### src/rtl/bus_master_port_if.sv
// Client request/response and serial system-bus signals of one master port.
interface bus_master_if #(
   parameter int ADDR_WIDTH = 16,
   parameter int DATA_WIDTH = 8
);
   logic                  req_valid;
   logic                  req_ready;
   logic                  req_write;
   logic [ADDR_WIDTH-1:0] req_addr;
   logic [DATA_WIDTH-1:0] req_wdata;
   logic                  rsp_valid;
   logic                  rsp_err;
   logic [DATA_WIDTH-1:0] rsp_rdata;
   logic                  breq;
   logic                  bgrant;
   logic                  mode;
   logic                  wr_bus;
   logic                  master_valid;
   logic                  slave_ready;
   logic                  rd_bus;
   logic                  slave_valid;
   logic                  master_ready;
   logic                  ack;
   logic                  split;

   modport master (
      input  req_valid, req_write, req_addr, req_wdata,
      input  bgrant, slave_ready, rd_bus, slave_valid, ack, split,
      output req_ready, rsp_valid, rsp_err, rsp_rdata,
      output breq, mode, wr_bus, master_valid, master_ready
   );

   modport slave (
      output req_valid, req_write, req_addr, req_wdata,
      output bgrant, slave_ready, rd_bus, slave_valid, ack, split,
      input  req_ready, rsp_valid, rsp_err, rsp_rdata,
      input  breq, mode, wr_bus, master_valid, master_ready
   );
endinterface

### src/rtl/bus_master_port.sv
// Master-side serial bus port: one parallel request in, serial
// address then write/read data out over the arbitrated 1-bit bus.
module bus_master_port #(
   parameter int ADDR_WIDTH = 16,
   parameter int DATA_WIDTH = 8,
   parameter int SEL_BITS   = 5
) (
   input logic          clk,
   input logic          rstn,
   bus_master_if.master bus
);
   localparam int MAXW = (ADDR_WIDTH > DATA_WIDTH) ? ADDR_WIDTH : DATA_WIDTH;
   localparam int CW   = $clog2(MAXW) + 1;
   localparam logic [CW-1:0] SEL_LAST  = CW'(SEL_BITS - 1);
   localparam logic [CW-1:0] ADDR_LAST = CW'(ADDR_WIDTH - 1);
   localparam logic [CW-1:0] DATA_LAST = CW'(DATA_WIDTH - 1);

   typedef enum logic [2:0] {
      IDLE, REQ, ADDR, ACK_CHK, WDATA, RDATA, DONE, SPLIT_WAIT
   } state_t;

   state_t state_q, state_d, resume_q, resume_d, nom;
   logic                  wr_q, err_q;
   logic [ADDR_WIDTH-1:0] addr_sh;
   logic [DATA_WIDTH-1:0] dat_sh, rdata_q;
   logic [CW-1:0]         cnt_q;
   logic breq_c, mval_c, mrdy_c, wbit_c;
   logic mv_w, mv_r, accept;

   assign accept = (state_q == IDLE) && bus.req_valid;
   assign mv_w   = mval_c && bus.slave_ready;
   assign mv_r   = mrdy_c && bus.slave_valid;

   always_comb begin
      state_d  = state_q;
      resume_d = resume_q;
      nom      = state_q;
      breq_c   = 1'b0;
      mval_c   = 1'b0;
      mrdy_c   = 1'b0;
      wbit_c   = 1'b0;
      unique case (state_q)
         IDLE: if (bus.req_valid) state_d = REQ;
         REQ: begin
            breq_c = 1'b1;
            if (bus.bgrant) state_d = ADDR;
         end
         ADDR: begin
            breq_c = 1'b1;
            mval_c = bus.bgrant;
            wbit_c = addr_sh[ADDR_WIDTH-1];
            if (mval_c && bus.slave_ready) begin
               if (cnt_q == SEL_LAST) nom = ACK_CHK;
               else if (cnt_q == ADDR_LAST) nom = wr_q ? WDATA : RDATA;
            end
         end
         ACK_CHK: begin
            breq_c  = 1'b1;
            state_d = bus.ack ? ADDR : DONE;
         end
         WDATA: begin
            breq_c = 1'b1;
            mval_c = bus.bgrant;
            wbit_c = dat_sh[DATA_WIDTH-1];
            if (mval_c && bus.slave_ready && cnt_q == DATA_LAST) nom = DONE;
         end
         RDATA: begin
            breq_c = 1'b1;
            mrdy_c = bus.bgrant;
            if (mrdy_c && bus.slave_valid && cnt_q == DATA_LAST) nom = DONE;
         end
         DONE: state_d = IDLE;
         SPLIT_WAIT: if (!bus.split && bus.bgrant) state_d = resume_q;
      endcase
      // a bit moved together with split still counts; a finished phase ignores split
      if (state_q inside {ADDR, WDATA, RDATA}) begin
         if (bus.split && nom != DONE) begin
            state_d  = SPLIT_WAIT;
            resume_d = nom;
         end else begin
            state_d = nom;
         end
      end
   end

   always_ff @(posedge clk or negedge rstn) begin
      if (!rstn) begin
         state_q  <= IDLE;
         resume_q <= IDLE;
         wr_q     <= 1'b0;
         err_q    <= 1'b0;
         addr_sh  <= '0;
         dat_sh   <= '0;
         rdata_q  <= '0;
         cnt_q    <= '0;
      end else begin
         state_q  <= state_d;
         resume_q <= resume_d;
         if (accept) begin
            wr_q    <= bus.req_write;
            addr_sh <= bus.req_addr;
            dat_sh  <= bus.req_wdata;
            cnt_q   <= '0;
            err_q   <= 1'b0;
         end
         if (state_q == ACK_CHK && !bus.ack) err_q <= 1'b1;
         if (mv_w && state_q == ADDR) begin
            addr_sh <= addr_sh << 1;
            cnt_q   <= (cnt_q == ADDR_LAST) ? '0 : cnt_q + CW'(1);
         end
         if (mv_w && state_q == WDATA) begin
            dat_sh <= dat_sh << 1;
            cnt_q  <= (cnt_q == DATA_LAST) ? '0 : cnt_q + CW'(1);
         end
         if (mv_r) begin
            dat_sh <= {dat_sh[DATA_WIDTH-2:0], bus.rd_bus};
            cnt_q  <= (cnt_q == DATA_LAST) ? '0 : cnt_q + CW'(1);
            if (cnt_q == DATA_LAST)
               rdata_q <= {dat_sh[DATA_WIDTH-2:0], bus.rd_bus};
         end
      end
   end

   assign bus.req_ready    = (state_q == IDLE);
   assign bus.rsp_valid    = (state_q == DONE);
   assign bus.rsp_err      = (state_q == DONE) && err_q;
   assign bus.rsp_rdata    = rdata_q;
   assign bus.breq         = breq_c;
   assign bus.mode         = (state_q != IDLE) && wr_q;
   assign bus.wr_bus       = wbit_c;
   assign bus.master_valid = mval_c;
   assign bus.master_ready = mrdy_c;
endmodule

### src/flat_wrapper.sv
// flat-port wrapper written by rule: the top's interface ports become plain ports
module bus_master_port_flat 
#(
   parameter int ADDR_WIDTH = 16,
   parameter int DATA_WIDTH = 8,
   parameter int SEL_BITS   = 5
)
  (clk, rstn, bus_req_valid, bus_req_write, bus_req_addr, bus_req_wdata, bus_bgrant, bus_slave_ready, bus_rd_bus, bus_slave_valid, bus_ack, bus_split, bus_req_ready, bus_rsp_valid, bus_rsp_err, bus_rsp_rdata, bus_breq, bus_mode, bus_wr_bus, bus_master_valid, bus_master_ready);
  bus_master_if #(.ADDR_WIDTH(ADDR_WIDTH), .DATA_WIDTH(DATA_WIDTH)) bus_i ();
  input logic clk;
  input logic rstn;
  input wire logic [$bits(bus_i.req_valid)-1:0] bus_req_valid;
  input wire logic [$bits(bus_i.req_write)-1:0] bus_req_write;
  input wire logic [$bits(bus_i.req_addr)-1:0] bus_req_addr;
  input wire logic [$bits(bus_i.req_wdata)-1:0] bus_req_wdata;
  input wire logic [$bits(bus_i.bgrant)-1:0] bus_bgrant;
  input wire logic [$bits(bus_i.slave_ready)-1:0] bus_slave_ready;
  input wire logic [$bits(bus_i.rd_bus)-1:0] bus_rd_bus;
  input wire logic [$bits(bus_i.slave_valid)-1:0] bus_slave_valid;
  input wire logic [$bits(bus_i.ack)-1:0] bus_ack;
  input wire logic [$bits(bus_i.split)-1:0] bus_split;
  output wire logic [$bits(bus_i.req_ready)-1:0] bus_req_ready;
  output wire logic [$bits(bus_i.rsp_valid)-1:0] bus_rsp_valid;
  output wire logic [$bits(bus_i.rsp_err)-1:0] bus_rsp_err;
  output wire logic [$bits(bus_i.rsp_rdata)-1:0] bus_rsp_rdata;
  output wire logic [$bits(bus_i.breq)-1:0] bus_breq;
  output wire logic [$bits(bus_i.mode)-1:0] bus_mode;
  output wire logic [$bits(bus_i.wr_bus)-1:0] bus_wr_bus;
  output wire logic [$bits(bus_i.master_valid)-1:0] bus_master_valid;
  output wire logic [$bits(bus_i.master_ready)-1:0] bus_master_ready;
  assign bus_i.req_valid = bus_req_valid;
  assign bus_i.req_write = bus_req_write;
  assign bus_i.req_addr = bus_req_addr;
  assign bus_i.req_wdata = bus_req_wdata;
  assign bus_i.bgrant = bus_bgrant;
  assign bus_i.slave_ready = bus_slave_ready;
  assign bus_i.rd_bus = bus_rd_bus;
  assign bus_i.slave_valid = bus_slave_valid;
  assign bus_i.ack = bus_ack;
  assign bus_i.split = bus_split;
  assign bus_req_ready = bus_i.req_ready;
  assign bus_rsp_valid = bus_i.rsp_valid;
  assign bus_rsp_err = bus_i.rsp_err;
  assign bus_rsp_rdata = bus_i.rsp_rdata;
  assign bus_breq = bus_i.breq;
  assign bus_mode = bus_i.mode;
  assign bus_wr_bus = bus_i.wr_bus;
  assign bus_master_valid = bus_i.master_valid;
  assign bus_master_ready = bus_i.master_ready;
  bus_master_port #(.ADDR_WIDTH(ADDR_WIDTH), .DATA_WIDTH(DATA_WIDTH), .SEL_BITS(SEL_BITS)) u_core (.clk(clk), .rstn(rstn), .bus(bus_i));
endmodule
### config.mk
export PLATFORM = sky130hd
export DESIGN_NAME = bus_master_port_flat
export DESIGN_NICKNAME = d
export VERILOG_FILES = /design/src/rtl/bus_master_port_if.sv /design/src/rtl/bus_master_port.sv /design/src/flat_wrapper.sv
export SDC_FILE = /design/constraint.sdc
export NUM_CORES = 1
export LEC_CHECK = 0
export BUFFER_PORTS_ARGS = -buffer_cell sky130_fd_sc_hd__buf_2
export CORE_ASPECT_RATIO = 0.6
export CORE_MARGIN = 2
export CORE_UTILIZATION = 30
export DETAILED_ROUTE_END_ITERATION = 10
export PLACE_DENSITY = 0.45
export RECOVER_POWER = 100
export SLEW_MARGIN = 5
export SYNTH_ARGS = -nofsm -noshare
export SYNTH_HDL_FRONTEND = slang
export SYNTH_SLANG_ARGS = --single-unit
### constraint.sdc
create_clock -name clk -period 4.95 [get_ports clk]
set_input_delay 0.495 -clock clk [delete_from_list [all_inputs] [get_ports clk]]
set_output_delay 0.495 -clock clk [all_outputs]
set_load 0.03 [all_outputs]
==> results of run 1 <==
==> power by group through the flow <==
stage	combinational [µW]	clock, µW	sequential [µW]
6_report	502	371	646
5_1_grt	570	398	671
4_1_cts	518	378	651
3_5_place_dp	519	0	655
3_3_place_gp	522	0	662
2_1_floorplan	452	0	574
==> cell usage after synthesis (4+ instances only) <==
cell,count,area share (%)
nand2_1,58,9.4
a31oi_1,5,1.3
ha_1,4,2.2
nand3_1,4,0.86
mux2_2,7,3.4
nor2_1,11,1.8
buf_2,4,0.86
a22oi_1,24,7.8
dfrtp_1,45,48
inv_1,7,1.1
o21ai_0,6,1.3
a21oi_1,10,2.2
==> metrics by stage <==
step / hold WS [ps] / instances / power (µW)
2_1_floorplan: 199 / 241 / 1030
3_3_place_gp: 460 / 384 / 1180
3_5_place_dp: 463 / 384 / 1170
4_1_cts: 325 / 391 / 1550
5_1_grt: 428 / 391 / 1640
6_report: 429 / 391 / 1520
==> layout make-up <==
cell class                 instances  area share, %
clock buffer                       5           4.54
clock inverter                     2           1.27
inverter                           7          0.954
multi-input combinational        177           39.2
sequential                        45           40.9
tap                              104           4.73
timing repair buffer              51           8.45
==> metal layers <==
layer | share of wire (%) | vias up | GRT usage [%]
met5 | 0 | - | 0
met4 | 0.66 | 0 | 2.81
met3 | 6.0 | 5 | 3.69
met2 | 38 | 56 | 19.2
met1 | 55 | 932 | 22.8
li1 | - | 952 | -
==> cells by family after synthesis <==
logic type,synth area share (%)
fa+ha+maj,2.15
compound gates,19.0
xor+xnor,0.754
mux,4.31
buf+inv,4.41
simple gates,20.9
flops,48.4
==> sequential cells by signal, indices dropped and copies added (netlist names) <==
| register | count |
|---|---|
| u_core.cnt_q | 5 |
| u_core.state_q | 3 |
| u_core.addr_sh | 16 |
| u_core.err_q | 1 |
| u_core.wr_q | 1 |
| u_core.resume_q | 3 |
| u_core.dat_sh | 8 |
| u_core.bus.rsp_rdata | 8 |
==> worst min-delay path by stage <==
| stage | startpoint | end | slack [ps] | cells past startpoint |
|---|---|---|---|---|
| after global placement | u_core.addr_sh[14] | u_core.addr_sh[14] | 460 | 2 |
| after floorplan | rstn | u_core.addr_sh[0] | 200 | 0 |
| after global routing | bus_req_addr[2] | u_core.addr_sh[2] | 430 | 3 |
| after detailed placement | u_core.addr_sh[6] | u_core.addr_sh[6] | 460 | 2 |
| final | bus_req_addr[10] | u_core.addr_sh[10] | 430 | 3 |
| after CTS | rstn | u_core.bus.rsp_rdata[2] | 330 | 2 |
==> worst reg2reg max path, delay by kind of cell (launching register included) <==
family / cells / cell delay, ps
compound gates: 2 / 1630
xor+xnor: 1 / 210
buf+inv: 1 / 570
flops: 1 / 750
simple gates: 2 / 180
==> reports/summary.txt, run 1 <==
Worst setup SP type: flip-flop
CP top delay family: compound AO/OA/AOI/OAI gates
Worst-Margin Slew: 2420 ps
Async SR Flop Fraction: 100%
sequential power share: 42.5%
Filler Cells Inserted: 789
fin nets: 325
Iteration-0 DRC Markers: 166
drt total wl: 5770 µm
Core Footprint: 0.00739 mm²
RR Endpoint: u_core.cnt_q[3]
via/cell ratio: 4.97
setup bufs post-CTS: 0
setup ws final: 1500 ps
# hold bufs at CTS: 0
Die Span Y: 72.2 µm
die area: 0.00849 mm²
Clock Skew: 5.53 ps
Sink Count: 45
Syn Nets: 279
first-pass GRT wire length: 9710 µm
post-route minimum period: 3450 ps
Achievable Freq: 290 MHz
vias in the first global route: 1860
most common cell after layout, fill and taps aside: nand2_1
crit path capture: u_core.cnt_q[3]
CTS Buffer Depth: 2
status: finished, violations left
Post-synth EDFFs: 0
starting density of the core: 31.5%
Multi-input gate area: 0.00108 mm²
Synth-to-Final Area Change: 18.5%
CP endpoint kind: flip-flop
register area share after synthesis: 48.4%
Total GRT Usage: 14.3%
Most common cell on crit path: a21oi_1
failing checks: capacitance limit, slew limit
Most used DFF post-synth: dfrtp_1
grt total ovfl: 0
net switching fraction of the power: 38.9%
largest net degree at the start of global routing: 46
CP Cell Sequence: nor4b_1, clkbuf_1, a21oi_1, a21oi_1, xnor2_1, nor2_1
final slew viol count: 66
Post-Place Cell Area: 0.00265 mm²
first-pass detailed-route iteration total: 4
Setup violations, final: 0
CTS tree: built
Hold Path Class: primary input to flip-flop
CTS Root Cell: clkbuf_16
Critical-path top delay cell: a21oi_1
P_sw: 591 µW
relative max-transition margin: -61.4%
flop-to-flop setup slack: 1500 ps
post-route cell area: 0.00275 mm²
FP Rows: 24
total of max-cap violations: 2
Yosys reg bits: 45
critical path depth in cells: 6
Register Area: 0.00113 mm²
yosys warns: 0
Synth Instances: 241
DP HPWL: 3980 µm
Int Pwr: 929 µW
H-Tree Depth: 2
Comb pwr share: 33.1%
commonest non-fill, non-tap cells in the layout: nand2_1, dfrtp_1, buf_2, a22oi_1, clkbuf_1
Reg2Reg Depth: 6
setup TNS: 0 ps
syn avg cell area: 9.65 µm²
Cell Pwr Density: 552 mW/mm²
Worst Path Max Fanout: 30
Period Utilization, post-route: 69.7%
Leak: 0.00131 µW
Final Hold Vio Count: 0
Antenna diodes: 0
antenna violations before repair: 0
clock latency on the worst-skew pair: 280 ps
input/output buffers: 49
number of remaining DRC errors: 0
Peak VDD IR: 0.000155 V
CTS resizes: 0
die span in x: 118 µm
Post-DRT Antenna Nets: 0
CTS Buf Count: 5
Ports: 50
Final Core Density: 37.3%
Worst Setup SP: u_core.state_q[2]
max incr delay on CP: 1430 ps
pre-CTS WS: 2390 ps
worst path buffer plus inverter count: 1
clk slew on worst S/H paths: 60 ps
Critical Path RT: 5120 ps
vias: 1945
RSZ-0062 raised after global routing: false
WS Path Type: flip-flop to flip-flop
Synth cell types: 50
Routability Congestion: 0.874
WP data arrival: 3620 ps
worst r2r src: u_core.state_q[2]
Post-Syn Area: 0.00232 mm²
share of cells above drive strength 1: 17.8%
Clk pwr share: 24.4%
routed len/inst: 14.8 µm
Note: power is estimated with default switching activity, not from simulation.
==> run 2, diff against run 1 <==
- ABC_AREA: not set -> 1
- clock period: 4.95 -> 3.36 ns (I/O delays scaled with it)
==> reports/summary.txt, run 2 <==
CTS Buf Count: 5 (unchanged)
Comb pwr share: 38.6% (+5.5 points)
Critical Path RT: 3540 ps (-1580 ps)
Most used DFF post-synth: dfrtp_1
Synth cell types: 36 (-28%)
fin nets: 365 (+12%)
Die Span Y: 73.2 µm (+1.4%)
routed len/inst: 13.0 µm (-12%)
DP HPWL: 4190 µm (+5.2%)
vias: 1957 (+0.62%)
vias in the first global route: 1811 (-2.6%)
Syn Nets: 316 (+13%)
die span in x: 119 µm (+1.4%)
yosys warns: 0 (unchanged)
CP Cell Sequence: nor2_1, nand2_1, nor2_8, inv_2, nand2_1, nor2_1, nor3_1, inv_1, nand2_1, nor2_2
setup bufs post-CTS: 0 (unchanged)
Total GRT Usage: 13.9% (-0.46 points)
Cell Pwr Density: 800 mW/mm² (+45%)
starting density of the core: 30.6% (-0.86 points)
CTS resizes: 0 (unchanged)
worst path buffer plus inverter count: 2 (+1)
setup TNS: 0 ps (unchanged)
Setup violations, final: 0 (unchanged)
via/cell ratio: 4.50 (-9.6%)
# hold bufs at CTS: 0 (unchanged)
antenna violations before repair: 0 (unchanged)
WP data arrival: 2540 ps (-1080 ps)
H-Tree Depth: 2 (unchanged)
clk slew on worst S/H paths: 60 ps (about the same)
Iteration-0 DRC Markers: 94 (-43%)
status: finished, violations left
CTS Buffer Depth: 2 (unchanged)
Yosys reg bits: 45 (unchanged)
Critical-path top delay cell: dfrtp_1
Final Hold Vio Count: 0 (unchanged)
Int Pwr: 1310 µW (+41%)
share of cells above drive strength 1: 16.5% (-1.3 points)
Most common cell on crit path: nand2_1
CP endpoint kind: flip-flop
P_sw: 897 µW (+52%)
total of max-cap violations: 1 (-1)
Hold Path Class: primary input to flip-flop
CTS Root Cell: clkbuf_16
Sink Count: 45 (unchanged)
failing checks: capacitance limit, slew limit
Core Footprint: 0.00782 mm² (+5.9%)
WHS Path Cells: 3 (unchanged)
Synth-to-Final Area Change: 15.1%
placed cells: 428 (+11%)
Reg2Reg Depth: 10 (+4)
Worst-Margin Slew: 1960 ps (-464 ps)
critical path depth in cells: 10 (+4)
FP Rows: 25 (+4.2%)
Routability Congestion: 0.828 (-5.3%)
Peak VDD IR: 0.000330 V (+110%)
Worst Path Max Fanout: 19 (-37%)
WS Path Type: flip-flop to flip-flop
clock latency on the worst-skew pair: 290 ps (about the same)
CP top delay family: simple AND/OR/NAND/NOR gates
final slew viol count: 37 (-44%)
net switching fraction of the power: 40.7% (+1.8 points)
Period Utilization, post-route: 70.2% (+0.54 points)
die area: 0.00873 mm² (+2.8%)
drt total wl: 5650 µm (-2.1%)
synth cell count leaders: nand2_1, dfrtp_1, inv_1
syn avg cell area: 8.61 µm² (-11%)
register area share after synthesis: 47.0% (-1.4 points)
Post-DRT Antenna Nets: 0 (unchanged)
largest net degree at the start of global routing: 37 (-20%)
Achievable Freq: 424 MHz (+46%)
number of remaining DRC errors: 0 (unchanged)
commonest non-fill, non-tap cells in the layout: nand2_1, dfrtp_1, inv_1, buf_2, nor2_1
first-pass detailed-route iteration total: 4 (unchanged)
Filler Cells Inserted: 870 (+10%)
max reg flops: 16 (unchanged)
sequential power share: 39.4% (-3.1 points)
Ports: 50 (unchanged)
most common cell after layout, fill and taps aside: nand2_1
CTS tree: built
Clock Skew: 2.42 ps (-3.11 ps)
Async SR Flop Fraction: 100% (unchanged)
post-route minimum period: 2360 ps (-1090 ps)
Antenna diodes: 0 (unchanged)
Synth top area share: 47.0% (-1.4 points)
Worst setup SP type: flip-flop
Post-synth EDFFs: 0 (unchanged)
max incr delay on CP: 480 ps (-950 ps)
register bank with the most flops: u_core.addr_sh
Register Area: 0.00113 mm² (unchanged)
Multi-input gate area: 962 µm² (-11%)
grt total ovfl: 0 (unchanged)
most common cell in the netlist: nand2_1
first-pass GRT wire length: 9200 µm (-5.3%)
relative max-transition margin: -30.4% (+31 points)
Clk pwr share: 22.0% (-2.4 points)
Hold WS: 266 ps (-163 ps)
RSZ-0062 raised after global routing: false
Leak: 0.00143 µW (+9.4%)
final std cells w/o fill: 435 (+11%)
Final Core Density: 35.2% (-2.0 points)
Synth Instances: 278 (+15%)
input/output buffers: 49 (unchanged)
Synth area leader: dfrtp_1
Post-Syn Area: 0.00239 mm² (+3.0%)
Area contributors post-synth: dfrtp_1, nand2_1, inv_1
## run 2: per-layer routing
layer / wire [µm] / GRT usage [%] / vias up
li1: - / - / 999
met1: 3050 / 20.4 / 893
met2: 2150 / 19.4 / 58
met3: 387 / 4.22 / 7
met4: 72 / 4.31 / 0
met5: 0 / 0 / -
## run 2: cell families (layout without fill, tap and decap cells)
family,count (synthesis),after routing,share of synthesized area [%]
buffers and inverters,50,99,8.94
flip-flops,45,45,47.0
AND/OR/NAND/NOR,128,128,27.8
adder cells (fa/ha/maj),4,4,2.09
AO/OA/AOI/OAI,51,51,14.1
## run 2: worst register-to-register path, cell delays in order (launching register included)
cell and delay [ps]:
dfrtp_1 480, nor2_1 300, nand2_1 270, nor2_8 310, inv_2 70, nand2_1 110, nor2_1 110, nor3_1 390
inv_1 80, nand2_1 90, nor2_2 30
## run 2: power by group through the flow
stage | registers (µW) | clock network, µW | logic (µW)
6_report | 868 | 486 | 851
3_3_place_gp | 893 | 0 | 937
2_1_floorplan | 831 | 0 | 778
3_5_place_dp | 893 | 0 | 928
4_1_cts | 885 | 502 | 932
5_1_grt | 892 | 527 | 984
## run 2: worst paths after layout
check                                              from                      end  slack [ps]
worst min register to register  u_core.bus.rsp_rdata[0]  u_core.bus.rsp_rdata[0]         480
worst min-delay path                   bus_req_wdata[4]         u_core.dat_sh[4]         270
worst max-delay path                  u_core.state_q[0]          u_core.cnt_q[3]        1000
worst max register to register        u_core.state_q[0]          u_core.cnt_q[3]        1000
min in group asynchronous                          rstn  u_core.bus.rsp_rdata[4]         590
max in group asynchronous                          rstn        u_core.addr_sh[3]        1490
## run 2: cell type report
| cell class | count | share of cell area, % |
|---|---|---|
| clock buffer | 7 | 5.18 |
| multi-input combinational | 183 | 34.9 |
| inverter | 42 | 5.81 |
| tap | 108 | 4.90 |
| sequential | 45 | 40.9 |
| timing repair buffer | 50 | 8.31 |
## run 2: per-stage QoR
step | power (µW) | area (µm²) | setup slack [ps]
after floorplan | 1610 | 2390 | 1600
after global placement | 1830 | 2730 | 1400
after detailed placement | 1820 | 2730 | 1340
after CTS | 2320 | 2870 | 1330
after global routing | 2400 | 2760 | 675
final | 2200 | 2760 | 1000
==> run 3, diff against run 2 <==
- PLACE_DENSITY: 0.45 -> 0.47
- clock period: 3.36 -> 2 ns (I/O delays scaled with it)
==> reports/summary.txt, run 3 (synthesis gave the netlist of run 2 again) <==
status: completed
Reg2Reg Depth: 12 (+2)
total of max-cap violations: 0 (-1)
Comb pwr share: 41.5% (+2.9 points)
fin nets: 372 (+1.9%)
Routability Congestion: 0.826 (-0.21%)
RSZ-0062 raised after global routing: false
sequential power share: 36.7% (-2.7 points)
placed cells: 434 (+1.4%)
setup TNS: 0 ps (unchanged)
grt total ovfl: 0 (unchanged)
vias: 1953 (-0.20%)
clock latency on the worst-skew pair: 290 ps (about the same)
CP Cell Sequence: ha_1, nand2_2, nor2_4, ha_4, nand2_1, nand2_1, nand2_1, nand2_1, nor2_1, nand3_2, nand3_4, a21oi_1
most common cell after layout, fill and taps aside: nand2_1
Worst setup SP type: flip-flop
Filler Cells Inserted: 841 (-3.3%)
flop-to-flop setup slack: 150 ps (-860 ps)
CP top delay family: simple AND/OR/NAND/NOR gates
FP Rows: 25 (unchanged)
Worst Path Max Fanout: 5 (-14)
die area: 0.00873 mm² (unchanged)
H-Tree Depth: 2 (unchanged)
max reg flops: 16 (unchanged)
CTS Root Cell: clkbuf_16
clk slew on worst S/H paths: 60 ps (about the same)
relative max-transition margin: 20.1% (+51 points)
Hold Path Class: primary input to flip-flop
Die Span Y: 73.2 µm (unchanged)
Period Utilization, post-route: 92.7% (+23 points)
first-pass detailed-route iteration total: 4 (unchanged)
largest net degree at the start of global routing: 26 (-30%)
CTS Buf Count: 5 (unchanged)
routed len/inst: 13.0 µm (about the same)
Ports: 50 (unchanged)
final slew viol count: 0 (-100%)
net switching fraction of the power: 41.2% (+0.50 points)
WS Path Type: flip-flop to flip-flop
antenna violations before repair: 0 (unchanged)
WP data arrival: 2030 ps (-510 ps)
Setup violations, final: 0 (unchanged)
HP Start: bus_req_addr[8]
Most common cell on crit path: nand2_1
Sink Count: 45 (unchanged)
Cell Pwr Density: 1350 mW/mm² (+69%)
drt total wl: 5760 µm (+1.9%)
register bank with the most flops: u_core.addr_sh
Worst-Margin Slew: 1200 ps (-758 ps)
Critical Path RT: 2170 ps (-1370 ps)
Core Footprint: 0.00782 mm² (unchanged)
input/output buffers: 49 (unchanged)
CP endpoint kind: flip-flop
Pwr Total: 3950 µW (+79%)
Clock Skew: 3.68 ps (+1.26 ps)
first-pass GRT wire length: 9580 µm (+4.2%)
Final Core Density: 37.4% (+2.2 points)
Antenna diodes: 0 (unchanged)
share of cells above drive strength 1: 22.7% (+6.2 points)
via/cell ratio: 4.41 (-2.0%)
die span in x: 119 µm (unchanged)
Iteration-0 DRC Markers: 75 (-20%)
number of remaining DRC errors: 0 (unchanged)
Peak VDD IR: 0.000457 V (+39%)
Leak: 0.00151 µW (+5.3%)
vias in the first global route: 1902 (+5.0%)
Final Hold Vio Count: 0 (unchanged)
starting density of the core: 30.6% (unchanged)
worst path buffer plus inverter count: 0 (-2)
Critical-path top delay cell: dfrtp_1
max incr delay on CP: 400 ps (-80 ps)
Hold EP: u_core.addr_sh[8]
Clk pwr share: 21.8% (-0.2 points)
Hold WS: 128 ps (-138 ps)
WHS Path Cells: 3 (unchanged)
CTS tree: built
RR Endpoint: u_core.state_q[1]
post-route minimum period: 1850 ps (-504 ps)
P_sw: 1630 µW (+82%)
DP HPWL: 4340 µm (+3.7%)
commonest non-fill, non-tap cells in the layout: nand2_1, dfrtp_1, inv_1, buf_2
Int Pwr: 2320 µW (+78%)
Post-DRT Antenna Nets: 0 (unchanged)
final std cells w/o fill: 443 (+1.8%)
worst r2r src: u_core.cnt_q[1]
Synth-to-Final Area Change: 22.3%
Total GRT Usage: 14.2% (+0.37 points)
Achievable Freq: 539 MHz (+27%)
CTS Buffer Depth: 2 (unchanged)
## run 3: changes by cell type in the layout (fill, tap and decap cells not counted), sizes merged
cell,before,now
clkbuf,24,26
buf,33,37
clkinv,0,1
dlygate4sd3,0,1
## run 3: how the worst max path moves through the flow
stage                    start                 end  slack (ps)  depth (start not counted)
2_1_floorplan  u_core.cnt_q[1]   u_core.state_q[0]         240                         11
5_1_grt        u_core.cnt_q[1]   u_core.state_q[1]          20                         12
4_1_cts        u_core.cnt_q[0]  u_core.resume_q[0]          30                         13
6_report       u_core.cnt_q[1]   u_core.state_q[1]         150                         12
3_5_place_dp   u_core.cnt_q[0]   u_core.state_q[1]         -20                         11
3_3_place_gp   u_core.cnt_q[1]   u_core.state_q[1]          40                         11
## run 3: worst min-delay path, delay by kind of cell
family | cells | cell delay, ps
AOI/OAI and AO/OA | 1 | 50
and+or+nand+nor | 1 | 50
buffers and inverters | 1 | 80
## run 3: power by group through the flow
| stage | Combinational [µW] | Sequential, µW | Clock [µW] |
|---|---|---|---|
| final | 1640 | 1450 | 862 |
| after global routing | 1860 | 1500 | 928 |
| after CTS | 1680 | 1450 | 893 |
| after detailed placement | 1670 | 1460 | 0 |
| after global placement | 1670 | 1470 | 0 |
| after floorplan | 1310 | 1400 | 0 |
## run 3: timing repair
item | 4_1_cts | 5_1_grt
resized for setup | 1 | 9
hold buffers | 1 | 0
pin swaps | 0 | 3
endpoints found under the setup margin | 5 | 6
setup buffers | 0 | 0
endpoints found under the hold margin | 21 | 0
## run 3: area by class of cell
cell class                      count  area, µm²  area share (%)
Sequential cell                    45       1130            38.5
Inverter                           42        160            5.47
Multi-Input combinational cell    183       1070            36.5
Timing Repair Buffer               57        279            9.53
Clock buffer                        7        153            5.22
Tap cell                          108        135            4.62
Clock inverter                      1       5.00           0.171
## run 3: routing by layer
layer	up-vias	share of wire (%)	GRT usage [%]	wire (µm)
li1	1015	-	-	-
met1	891	56	21.7	3220
met2	40	38	18.8	2200
met3	7	4.7	4.77	272
met4	0	1.0	3.92	58
met5	-	0	0	0
## run 3: metrics by stage
| step | instance area, µm² | setup WS [ps] |
|---|---|---|
| 2_1_floorplan | 2390 | 242 |
| 3_3_place_gp | 2770 | 37.3 |
| 3_5_place_dp | 2770 | -21.9 |
| 4_1_cts | 2940 | 29.5 |
| 5_1_grt | 2930 | 16.8 |
| 6_report | 2930 | 146 |
